$ cat config.mk
export PLATFORM = sky130hd
export DESIGN_NAME = hazard_stall_ctrl
export DESIGN_NICKNAME = d
export VERILOG_FILES = /design/src/rtl/core_pkg.sv /design/src/rtl/load_use_detect.sv /design/src/rtl/hazard_stall_ctrl.sv
export SDC_FILE = /design/constraint.sdc
export NUM_CORES = 1
export LEC_CHECK = 0
export BUFFER_PORTS_ARGS = -buffer_cell sky130_fd_sc_hd__buf_2
export CAP_MARGIN = 20
export CORE_ASPECT_RATIO = 1.2
export CORE_UTILIZATION = 53
export CTS_BUF_LIST = sky130_fd_sc_hd__clkbuf_2
export CTS_CLUSTER_DIAMETER = 150
export DETAILED_ROUTE_END_ITERATION = 7
export GPL_TIMING_DRIVEN = 0
export PLACE_DENSITY = 0.82
export SYNTH_ARGS = -nofsm -noshare
export SYNTH_HDL_FRONTEND = slang
export SYNTH_SLANG_ARGS = --single-unit
$ cat constraint.sdc
create_clock -name clk -period 2.5 [get_ports clk]
set_clock_uncertainty 0.2 [all_clocks]
set_input_delay 0.125 -clock clk [delete_from_list [all_inputs] [get_ports clk]]
set_output_delay 0.125 -clock clk [all_outputs]
set_load 0.1 [all_outputs]
$ cat src/rtl/core_pkg.sv
// Shared definitions for the core's pipeline control blocks.
//   mc_state_t : sequencing state of the multi-cycle EXE unit handshake
//   REG_ZERO   : hard-wired zero integer register address
package core_pkg;

    typedef enum logic [1:0] {
        MC_IDLE = 2'd0,
        MC_RUN  = 2'd1,
        MC_HOLD = 2'd2
    } mc_state_t;

    localparam logic [4:0] REG_ZERO = 5'd0;

endpackage

$ cat src/rtl/load_use_detect.sv
// Load-use hazard detector: flags an ID instruction that reads the destination
// of a load currently in EXE, for both the integer and the FP register file.
// Ports:
//   rs1_addr/rs2_addr   ID source addresses
//   rs1_is_f/rs2_is_f   source reads the FP file
//   use_rs1/use_rs2     source is actually read
//   rd_addr             EXE destination address
//   mem_read            EXE instruction is a load
//   reg_write           EXE writes the integer file
//   f_reg_write         EXE writes the FP file
//   lu                  load-use hazard present
module load_use_detect
    import core_pkg::*;
(
    input  logic [4:0] rs1_addr,
    input  logic [4:0] rs2_addr,
    input  logic       rs1_is_f,
    input  logic       rs2_is_f,
    input  logic       use_rs1,
    input  logic       use_rs2,
    input  logic [4:0] rd_addr,
    input  logic       mem_read,
    input  logic       reg_write,
    input  logic       f_reg_write,
    output logic       lu
);

    logic int_ld;
    logic fp_ld;
    logic hit1;
    logic hit2;

    always_comb begin
        int_ld = mem_read & reg_write & (rd_addr != REG_ZERO);
        // f0 is an ordinary register, so no zero-address exclusion on the FP side
        fp_ld  = mem_read & f_reg_write;
        hit1   = use_rs1 & (rs1_addr == rd_addr) & (rs1_is_f ? fp_ld : int_ld);
        hit2   = use_rs2 & (rs2_addr == rd_addr) & (rs2_is_f ? fp_ld : int_ld);
        lu     = hit1 | hit2;
    end

endmodule

$ cat src/rtl/hazard_stall_ctrl.sv
// Pipeline hazard/stall controller for the 5-stage int+FP core.
// Handles load-use, taken-branch flush, memory-wait freeze and sequences the
// multi-cycle EXE unit through a start/done handshake.
// Ports:
//   clk, rst                      clock, async active-high reset
//   id_*                          ID-stage source operand info
//   exe_*                         EXE-stage instruction info
//   imem_stall, dmem_stall        memory not ready (freeze)
//   mc_done                       multi-cycle result valid
//   mc_start                      one-cycle start pulse to the multi-cycle unit
//   *_stall, *_flush, *_bubble    per-stage pipeline register controls
//   mc_timeout                    sticky: forced multi-cycle release occurred
//   perf_stall_cnt                count of cycles with pc_stall=1 (wrapping)
module hazard_stall_ctrl
    import core_pkg::*;
#(
    parameter int MC_TIMEOUT = 64,
    parameter int CNT_W      = 32
) (
    input  logic             clk,
    input  logic             rst,
    input  logic [4:0]       id_rs1_addr,
    input  logic [4:0]       id_rs2_addr,
    input  logic             id_rs1_is_f,
    input  logic             id_rs2_is_f,
    input  logic             id_use_rs1,
    input  logic             id_use_rs2,
    input  logic [4:0]       exe_rd_addr,
    input  logic             exe_mem_read,
    input  logic             exe_reg_write,
    input  logic             exe_f_reg_write,
    input  logic             exe_is_mc,
    input  logic             exe_br_taken,
    input  logic             imem_stall,
    input  logic             dmem_stall,
    input  logic             mc_done,
    output logic             mc_start,
    output logic             pc_stall,
    output logic             if_id_stall,
    output logic             id_exe_stall,
    output logic             exe_mem_stall,
    output logic             mem_wb_stall,
    output logic             if_id_flush,
    output logic             id_exe_flush,
    output logic             exe_mem_bubble,
    output logic             mc_timeout,
    output logic [CNT_W-1:0] perf_stall_cnt
);

    localparam int MCC_W = $clog2(MC_TIMEOUT + 1);
    localparam logic [MCC_W-1:0] MC_MAX = MCC_W'(MC_TIMEOUT);

    mc_state_t        state;
    mc_state_t        next_state;
    logic [MCC_W-1:0] mc_cnt;
    logic             lu;
    logic             mem_frz;
    logic             cnt_max;
    logic             release_mc;
    logic             mc_hold;

    load_use_detect u_lu (
        .rs1_addr    (id_rs1_addr),
        .rs2_addr    (id_rs2_addr),
        .rs1_is_f    (id_rs1_is_f),
        .rs2_is_f    (id_rs2_is_f),
        .use_rs1     (id_use_rs1),
        .use_rs2     (id_use_rs2),
        .rd_addr     (exe_rd_addr),
        .mem_read    (exe_mem_read),
        .reg_write   (exe_reg_write),
        .f_reg_write (exe_f_reg_write),
        .lu          (lu)
    );

    always_comb begin
        mem_frz        = imem_stall | dmem_stall;
        cnt_max        = (mc_cnt == MC_MAX);
        release_mc     = (state == MC_RUN) & (mc_done | cnt_max);
        mc_hold        = ((state == MC_RUN) & ~release_mc) |
                         ((state == MC_IDLE) & exe_is_mc);
        next_state     = state;
        mc_start       = 1'b0;
        pc_stall       = 1'b0;
        if_id_stall    = 1'b0;
        id_exe_stall   = 1'b0;
        exe_mem_stall  = 1'b0;
        mem_wb_stall   = 1'b0;
        if_id_flush    = 1'b0;
        id_exe_flush   = 1'b0;
        exe_mem_bubble = 1'b0;

        if (!rst) begin
            mc_start = (state == MC_IDLE) & exe_is_mc & ~mem_frz;

            if (mem_frz) begin
                pc_stall      = 1'b1;
                if_id_stall   = 1'b1;
                id_exe_stall  = 1'b1;
                exe_mem_stall = 1'b1;
                mem_wb_stall  = 1'b1;
            end else if (mc_hold) begin
                pc_stall       = 1'b1;
                if_id_stall    = 1'b1;
                id_exe_stall   = 1'b1;
                exe_mem_bubble = 1'b1;
            end else if (exe_br_taken) begin
                if_id_flush  = 1'b1;
                id_exe_flush = 1'b1;
            end else if (lu) begin
                pc_stall     = 1'b1;
                if_id_stall  = 1'b1;
                id_exe_flush = 1'b1;
            end

            case (state)
                MC_IDLE: if (mc_start)   next_state = MC_RUN;
                MC_RUN:  if (release_mc) next_state = mem_frz ? MC_HOLD : MC_IDLE;
                MC_HOLD: if (!mem_frz)   next_state = MC_IDLE;
                default: next_state = MC_IDLE;
            endcase
        end
    end

    always_ff @(posedge clk or posedge rst) begin
        if (rst) begin
            state          <= MC_IDLE;
            mc_cnt         <= '0;
            mc_timeout     <= 1'b0;
            perf_stall_cnt <= '0;
        end else begin
            state <= next_state;
            if (mc_start)
                mc_cnt <= '0;
            else if ((state == MC_RUN) && !cnt_max)
                mc_cnt <= mc_cnt + MCC_W'(1);
            if ((state == MC_RUN) && cnt_max && !mc_done)
                mc_timeout <= 1'b1;
            if (pc_stall)
                perf_stall_cnt <= perf_stall_cnt + CNT_W'(1);
        end
    end

endmodule

==> qor.txt, run 1 <==
ANT cells: 0
Crit-path slowest cell: or4_4
Final worst slack: -0.2478 ns
Crit Path Class: flop to output port
Clock root buffer: clkbuf_2
Min Hold Slack: 0.05448 ns
Final nets: 345
Vias in the first global route: 1978
Final Hold Viols: 0
Fin crit share: 109.9%
Io pins: 71
Mapped Cells: 220
Synth Area per Inst: 10.37 um2
GPL Wtd Cong: 0.8244
Die H: 73.87 um
Post-Route WL: 5334 um
Crit Path Max Fanout: 2
Initial drt markers: 97
# DRC: 0
Cell Rows: 25
GR Util met3: 5.986%
Family with the most delay on the worst path: simple AND/OR/NAND/NOR gates
Post-Synth Adder-Cell Area: 1.646%
Number of H-tree levels: 2
Crit path largest cell delay: 0.54 ns
Antenna violations before repair: 0
Final Critical Period: 2.748 ns
WHS Path Cells: 4
Longest Clk Path Bufs: 2
ANT nets after route: 0
Most common cell after layout, fill and taps aside: buf_2
Synth Area in XOR/XNOR: 18.05%
MaxCap Viol Count: 0
Critical Path Most Common Cell: a31oi_4
Asr flop ratio synth: 100.0%
Via density: 5.402
Total die area: 0.004571 mm2
CP arrival: 2.42 ns
Crit-path cells: or4_4 -> or2_4 -> a31oi_4 -> o211ai_1 -> a31oi_4 -> buf_12
Ys Warns: 0
Total Power: 2244 uW
Post-synthesis net count: 252
CTS tree: done
Worst slew margin: 39.43%
Most frequent cells in the layout: buf_2 (63), xnor2_1 (31), dfrtp_1 (30), nand4_1 (18)
Critical Path RT: 2.17 ns
Post-synthesis mux area share: 1.536%
Worst-path clk slew: 0.21 ns
Gr ovfl total: 0
Largest net degree at the start of global routing: 23
Routed WL per cell: 14.49 um
Max frequency: 363.9 MHz
Buf/Inv on CP: 1
Worst path depth: 6
Pwr per Cell Area: 731.6 mW/mm2
Met2 layer usage reported by global route: 45.64%
Synth Area in Compound Gates: 4.717%
Global routing's busiest layer: met2
Worst slack, placed: -0.3386 ns
Met1 usage: 28.91%
Layout area overhead: 34.45%
Worst min path class: input port to flop
Synthesized area: 0.002281 mm2
Routed vias: 1988
First-pass GRT wire length: 8535 um
Simple logic cell fraction of the synthesized area: 24.30%
CP Capture Type: output port
Maximum vdd ir drop: 0.4360 mV
Largest family of logic cells by synthesized area: simple AND/OR/NAND/NOR gates
All-layer global routing usage: 25.35%
Fin util: 76.00%
CORE AREA: 0.004035 mm2
Share of post-route cells with drive strength above 1: 38.22%
LEAKAGE: 0.001516 uW
Buffers on Ports: 69
DP HPWL: 3469 um
Worst Tran Pin Value: 0.9055 ns
Max-slew violations: 0
Clock Latency Late Sink: 0.40 ns
Final setup vio count: 5
Clock sinks: 42
Die Width: 61.89 um
R2R cell count: 8
CTS buffer count: 5
Failing checks: negative setup slack
RSZ-0062 raised after global routing: yes
Sequential share of the synthesized area: 46.08%
Top FF cell, synth: dfrtp_1
First-pass DRT Iterations: 4
EDFF count, synth: 0
Outcome: finished with violations
Post-synthesis register bit count: 42
Initial Util: 56.53%
Yosys cell types: 37
Startpoint types: flop
## cells by family after synthesis
kind of cell               Yosys count
DFF                                 42
muxes                                3
AOI/OAI and AO/OA                   11
buffers and inverters               16
and+or+nand+nor                     98
adders and majority gates            3
xor gates and xnor gates            47
## path summary, 6_finish.rpt
path / slack [ns] / to / from
min in group asynchronous: 0.38 / mc_cnt[1]$_DFFE_PP0P_ / rst
hold reg to reg: 0.29 / perf_stall_cnt[31]$_DFFE_PP0P_ / perf_stall_cnt[31]$_DFFE_PP0P_
setup / recovery: -0.25 / id_exe_flush / mc_cnt[3]$_DFFE_PP0P_
hold / removal: 0.05 / state[1]$_DFFE_PP0P_ / imem_stall
setup reg to reg: 0.03 / perf_stall_cnt[1]$_DFFE_PP0P_ / mc_cnt[3]$_DFFE_PP0P_
max in group asynchronous: 0.33 / perf_stall_cnt[2]$_DFFE_PP0P_ / rst
## flip-flops by register name (all words and copies together) (netlist names)
| signal | count |
|---|---|
| mc_cnt | 7 |
| mc_timeout | 1 |
| perf_stall_cnt | 32 |
| state | 2 |
## Yosys cell counts, types with 2 or more instances
| cell | count | area [um2] |
|---|---|---|
| xor2_1 | 16 | 140.1 |
| nor3b_1 | 2 | 15.01 |
| nand4_1 | 18 | 112.6 |
| xnor2_1 | 31 | 271.5 |
| and3_1 | 16 | 100.1 |
| a31oi_1 | 2 | 12.51 |
| ha_1 | 3 | 37.54 |
| dfrtp_1 | 42 | 1051 |
| nor3_1 | 3 | 15.01 |
| nor4_1 | 4 | 25.02 |
| nor2b_1 | 3 | 18.77 |
| and4_1 | 4 | 35.03 |
| clkbuf_1 | 4 | 15.01 |
| and2_1 | 3 | 18.77 |
| nand3_1 | 12 | 60.06 |
| a21o_1 | 2 | 15.01 |
| mux2i_1 | 2 | 20.02 |
| nor2_1 | 12 | 45.04 |
| nand2_1 | 15 | 56.30 |
| inv_1 | 6 | 22.52 |
| buf_4 | 4 | 30.03 |
## tightest hold or removal path: stages
cell,delay [ns]
buf_2,0.11
nor2_1,0.09
o21ai_0,0.17
a32o_1,0.12
## stage by stage
step / instances / setup TNS (ns) / area [um2]
final: 368 / -0.7224 / 3067
after global routing: 368 / -1.160 / 3067
after CTS: 363 / -0.7259 / 3012
after detailed placement: 343 / -0.6655 / 2768
after global placement: 343 / -0.6073 / 2768
after floorplan: 220 / -0.6033 / 2355
## power breakdown
| part | leakage, uW | switching, uW | internal (uW) |
|---|---|---|---|
| clock | 0.0000406 | 218 | 171 |
| combinational | 0.000927 | 697 | 280 |
| sequential | 0.000549 | 98.5 | 779 |
## final cells by class
| class | count | area, um2 |
|---|---|---|
| fill | 285 | 968.4 |
| timing repair buffer | 85 | 556.8 |
| timing repair inverter | 1 | 5.005 |
| clock inverter | 2 | 33.78 |
| sequential | 42 | 1066 |
| multi-input combinational | 162 | 1216 |
| buffer | 10 | 65.06 |
| clock buffer | 6 | 30.03 |
| tap | 54 | 67.56 |
| inverter | 6 | 26.28 |
## metal layers
metal	vias up	share of wire, %	routed length [um]
li1	961	-	-
met1	973	41	2197
met2	49	54	2892
met3	5	3.7	195
met4	0	0.90	48
met5	-	0	0
## what timing repair did
action | 4_1_cts | 5_1_grt
cloned | 1 | 0
hold buffers | 4 | 1
setup buffers | 7 | 3
hold endpoints to repair | 30 | 8
pin swaps | 4 | 1
gates resized for setup | 22 | 2
endpoints found under the setup margin | 6 | 7
Note: power is estimated with default switching activity, not from simulation.
==> run 2, diff against run 1 <==
--- a/constraint.sdc
+++ b/constraint.sdc
@@ -3,3 +3,3 @@
 set_input_delay 0.125 -clock clk [delete_from_list [all_inputs] [get_ports clk]]
 set_output_delay 0.125 -clock clk [all_outputs]
-set_load 0.1 [all_outputs]
+set_load 0.01 [all_outputs]
==> qor.txt, run 2 (synthesis gave the netlist of run 1 again) <==
CTS buffer count: 5
Outcome: finished with violations
FF-to-FF Start: mc_cnt[4]$_DFFE_PP0P_
Longest Clk Path Bufs: 2
Vias in the first global route: 1984
Worst Tran Pin Value: 0.4869 ns
Largest regs: perf_stall_cnt (32), mc_cnt (7), state (2)
Routed WL per cell: 15.03 um
Fin crit share: 107.4%
Share of post-route cells with drive strength above 1: 33.65%
Initial drt markers: 116
CORE AREA: 0.004035 mm2
Crit Path Class: flop to output port
Setup TNS: -0.4127 ns
First-pass DRT Iterations: 4
Final nets: 346
GPL Wtd Cong: 0.8429
Fillers: 281
R2R cell count: 9
Max frequency: 372.3 MHz
CP Capture Type: output port
Die Width: 61.89 um
Worst slack, placed: 0.1687 ns
Initial Util: 56.53%
RSZ-0062 raised after global routing: yes
Maximum vdd ir drop: 0.5595 mV
Worst hold path startpoint: imem_stall
Flop2flop setup slack: -0.02 ns
Most common cell after layout, fill and taps aside: buf_2
Routed vias: 2020
Top reg by flops: perf_stall_cnt
Die H: 73.87 um
Final setup vio count: 5
Failing checks: negative setup slack
Gr ovfl total: 0
Crit-path slowest cell: or4_4
Max reg flops: 32
Crit-path cells: or4_4 -> or2_4 -> a31oi_4 -> o211ai_1 -> a31oi_1 -> buf_2
Cell Rows: 25
CP arrival: 2.36 ns
ANT nets after route: 0
Startpoint types: flop
Worst-path clk slew: 0.21 ns
Critical Path RT: 2.17 ns
Pwr per Cell Area: 636.1 mW/mm2
Final worst slack: -0.1860 ns
CTS tree: done
Max-slew violations: 0
Antenna violations before repair: 0
Total Power: 1903 uW
Crit path largest cell delay: 0.52 ns
MaxCap Viol Count: 0
Buffers on Ports: 69
Total die area: 0.004571 mm2
Clock root buffer: clkbuf_2
DP HPWL: 3500 um
Worst slew margin: 67.54%
Via density: 5.474
First-pass GRT wire length: 8680 um
WHS Path Cells: 4
Layout area overhead: 31.16%
Number of H-tree levels: 2
Io pins: 71
# DRC: 0
Placed Cells: 343
Post-Route WL: 5545 um
Hold EP: state[1]$_DFFE_PP0P_
Crit Path Max Fanout: 4
Most frequent cells in the layout: buf_2 (70), dfrtp_1 (42), xnor2_1 (31), nand4_1 (18)
ANT cells: 0
Clock Latency Late Sink: 0.44 ns
Largest net degree at the start of global routing: 43
Final Critical Period: 2.686 ns
Worst min path class: input port to flop
Final Hold Viols: 0
Min Hold Slack: 0.005376 ns
Clock sinks: 42
All-layer global routing usage: 25.61%
Final non-filler cell total: 369
Reg-to-reg critical path endpoint: perf_stall_cnt[1]$_DFFE_PP0P_
LEAKAGE: 0.001541 uW
[run 2: cell count changes in the layout (fill, tap and decap cells not counted), sizes merged]
cell and delta:
buf +3, clkinvlp -2, bufinv +1, clkbuf -1
dlygate4sd3 -1, inv +1
[run 2: metrics by stage]
step                      utilization [%]  cell area (um2)
after floorplan                         -             2281
after global routing                74.14             2992
final                               74.14             2992
after global placement              66.76             2694
after detailed placement            66.76             2694
after CTS                           72.43             2923
[run 2: area by class of cell]
| class | instances | area [um2] | area share [%] |
|---|---|---|---|
| Inverter | 6 | 22.52 | 0.7528 |
| Multi-Input combinational cell | 162 | 1180 | 39.44 |
| Clock buffer | 5 | 25.02 | 0.8365 |
| Timing Repair Buffer | 88 | 523.0 | 17.48 |
| Buffer | 9 | 53.80 | 1.798 |
| Sequential cell | 42 | 1051 | 35.13 |
| Tap cell | 54 | 67.56 | 2.258 |
| Clock inverter | 3 | 68.82 | 2.300 |
[run 2: repair_timing]
action,CTS,global route
setup endpoints to repair,5,5
endpoints found under the hold margin,52,0
resized for setup,5,1
setup buffers,6,8
hold buffers,5,0
pin swaps,2,3
[run 2: metal layers]
metal	share of wire (%)	vias up	global-route usage, %	wire, um
li1	-	963	-	-
met4	1.9	0	10.62	104
met3	3.0	12	3.873	168
met2	54	53	46.95	2996
met1	41	992	28.46	2275
met5	0	-	0	0
[run 2: how the worst max path moves through the flow]
stage                                     start            to  slack (ns)  cells after the start
after floorplan           mc_cnt[2]$_DFFE_PP0P_  id_exe_flush        0.29                      5
final                     mc_cnt[4]$_DFFE_PP0P_  id_exe_flush       -0.19                      6
after detailed placement  mc_cnt[2]$_DFFE_PP0P_  id_exe_flush        0.17                      6
after global placement                      rst  id_exe_flush       -0.11                      5
after CTS                 mc_cnt[2]$_DFFE_PP0P_      pc_stall       -0.12                      7
after global routing      mc_cnt[4]$_DFFE_PP0P_  id_exe_flush       -0.26                      6
[run 2: power breakdown]
group / total (uW) / leakage, uW / internal (uW) / switching (uW)
clock: 512 / 0.0000532 / 271 / 241
combinational: 525 / 0.000922 / 267 / 258
sequential: 866 / 0.000566 / 770 / 95.5
[run 2: critical path, delay by kind of cell, from the launching register on]
kind / cells / cell delay, ns
AO/OA/AOI/OAI: 3 / 0.52
buffers and inverters: 1 / 0.18
flip-flops: 1 / 0.47
AND/OR/NAND/NOR: 2 / 0.79
==> run 3, diff against run 2 <==
- SYNTH_HIERARCHICAL: not set -> 1
==> qor.txt, run 3 <==
Critical Path RT: 2.17 ns
Number of H-tree levels: 2
Crit-path cells: nor4_4 -> nand3_2 -> a21boi_2 -> and3_1 -> buf_2
Max frequency: 416.7 MHz
Share of post-route cells with drive strength above 1: 36.33%
Layout area overhead: 24.91%
Top reg by flops: perf_stall_cnt
CP arrival: 2.08 ns
First-pass GRT wire length: 8190 um
Outcome: finished clean
Final setup vio count: 0
Clock sinks: 42
Sequential share of the synthesized area: 44.90%
Mapped Cells: 223
CP Capture Type: output port
All-layer global routing usage: 22.07%
Longest Clk Path Bufs: 2
Reg area: 0.001052 mm2
Die H: 74.81 um
Synthesized area: 0.002341 mm2
Initial drt markers: 84
Total die area: 0.004688 mm2
Largest net degree at the start of global routing: 36
First-pass DRT Iterations: 5
Largest regs: perf_stall_cnt (32), mc_cnt (7), state (2)
Final Critical Period: 2.400 ns
Io pins: 71
Sequential power share: 50.9%
Sw Ratio: 36.62%
Clock root buffer: clkbuf_2
Routed WL per cell: 13.60 um
Most frequent cells in the layout: buf_2 (70), dfrtp_1 (41), xor2_1 (24), xnor2_1 (23), nor2_1 (21)
Post-synthesis net count: 255
Buf/Inv on CP: 1
LEAKAGE: 0.001502 uW
ANT cells: 0
FF-to-FF Start: mc_cnt[5]$_DFFE_PP0P_
Cell Rows: 26
Family with the most delay on the worst path: simple AND/OR/NAND/NOR gates
# DRC: 0
Worst min path class: input port to asynchronous set/reset pin
Max reg flops: 32
Count leader, synth: dfrtp_1
Worst slack, placed: 0.08172 ns
Synth Area per Inst: 10.50 um2
EDFF count, synth: 0
Clock Latency Late Sink: 0.44 ns
Post-Route WL: 4992 um
Ys Warns: 6
Post-synthesis register bit count: 42
Worst-path clk slew: 0.26 ns
Most common cell after layout, fill and taps aside: buf_2
Via density: 5.384
Gr ovfl total: 0
Area of the multi-input gates: 0.001217 mm2
Max-slew violations: 0
Vias in the first global route: 1912
Psw: 650.8 uW
Pwr per Cell Area: 607.8 mW/mm2
CORE AREA: 0.004262 mm2
Finished Cell Area: 0.002924 mm2
Fillers: 349
Crit-path slowest cell: dfrtp_1
Fin crit share: 96.00%
Synth cell count leaders: dfrtp_1 (42), xor2_1 (24), xnor2_1 (23)
Final Hold Viols: 0
Final nets: 342
Maximum vdd ir drop: 0.5987 mV
Buffers on Ports: 70
ANT nets after route: 0
Worst setup startpoint: mc_cnt[5]$_DFFE_PP0P_
Crit Path Max Fanout: 4
CTS buffer count: 5
DP HPWL: 3653 um
GPL Wtd Cong: 0.8031
Asr flop ratio synth: 100.0%
Worst Tran Pin Value: 0.4750 ns
Worst slew margin: 68.21%
Yosys cell types: 43
Clock share of power: 18.4%
Routed vias: 1976
CTS tree: done
Internal power: 1126 uW
MaxCap Viol Count: 0
Crit path largest cell delay: 0.49 ns
Die Width: 62.67 um
Final worst slack: 0.09999 ns
Crit Path Class: flop to output port
Comb power frac: 30.6%
Initial Util: 54.93%
Top FF cell, synth: dfrtp_1
Startpoint types: flop
Antenna violations before repair: 0
Post-place instance area: 0.002781 mm2
Synth area leaders: dfrtp_1 (45%), xor2_1 (9.0%), xnor2_1 (8.6%)
Area leader, netlist: dfrtp_1
Synth top area share: 44.90%
## run 3: cell families (layout without fill, tap and decap cells)
group | after synthesis | count (layout) | share of synthesized area, %
simple gates | 106 | 106 | 26.03
fa+ha+maj | 3 | 3 | 1.604
compound gates | 13 | 13 | 5.345
xor+xnor | 47 | 47 | 17.58
flops | 42 | 42 | 44.90
mux | 2 | 2 | 1.069
buf+inv | 10 | 98 | 3.473
## run 3: power groups by stage
stage          Sequential [uW]  Combinational (uW)  Clock, uW
3_3_place_gp               906                 492          0
4_1_cts                    902                 519        327
3_5_place_dp               915                 509          0
6_report                   906                 545        327
2_1_floorplan              916                 337          0
5_1_grt                    925                 599        362
## run 3: per-layer routing
| metal | GRT usage [%] | vias to the layer above | routed length, um |
|---|---|---|---|
| met1 | 25.46 | 967 | 2073 |
| li1 | - | 955 | - |
| met2 | 41.67 | 46 | 2657 |
| met5 | 0 | - | 0 |
| met3 | 4.697 | 8 | 189 |
| met4 | 6.202 | 0 | 72 |
## run 3: per-stage QoR
stage | TNS [ns] | std cells | util, % | hold slack [ns] | power (uW)
after floorplan | 0 | 223 | - | 0.07469 | 1253
after global placement | -6.110 | 349 | 64.80 | 0.2405 | 1398
after detailed placement | 0 | 350 | 65.27 | -0.07585 | 1423
after CTS | 0 | 362 | 67.38 | 0.05926 | 1747
after global routing | -0.06410 | 367 | 68.61 | 0.04687 | 1886
final | 0 | 367 | 68.61 | 0.05301 | 1777
## run 3: worst min-delay path, stage by stage
cell,delay [ns]
dlygate4sd3_1,0.52
buf_2,0.16
inv_2,0.09
buf_12,0.21
## run 3: final cells by class
class	count	area share, %
repair buffers	81	15.70
plain buffers	5	2.054
clock buffers	5	0.8558
inverters	4	0.5135
flip-flops and latches	42	35.99
well taps	56	2.396
multi-input cells	171	41.63
clock inverters	3	0.8558
## run 3: path summary, 6_finish.rpt
check	to	slack (ns)	depth (start not counted)
worst min-delay path	mc_cnt[2]$_DFFE_PP0P_	0.05	4
max in group asynchronous	mc_cnt[5]$_DFFE_PP0P_	1.15	4
worst min register to register	mc_timeout$_DFFE_PP0P_	0.29	1
worst max register to register	perf_stall_cnt[11]$_DFFE_PP0P_	0.26	6
min in group clk	mc_cnt[2]$_DFFE_PP0P_	0.07	5
worst max-delay path	if_id_flush	0.1	5
## run 3: timing repair
action | CTS | global route
setup endpoints to repair | 3 | 7
pin swaps | 0 | 3
gates cloned | 0 | 1
hold buffers | 4 | 0
gates resized for setup | 1 | 6
setup buffers | 0 | 5
endpoints found under the hold margin | 45 | 0
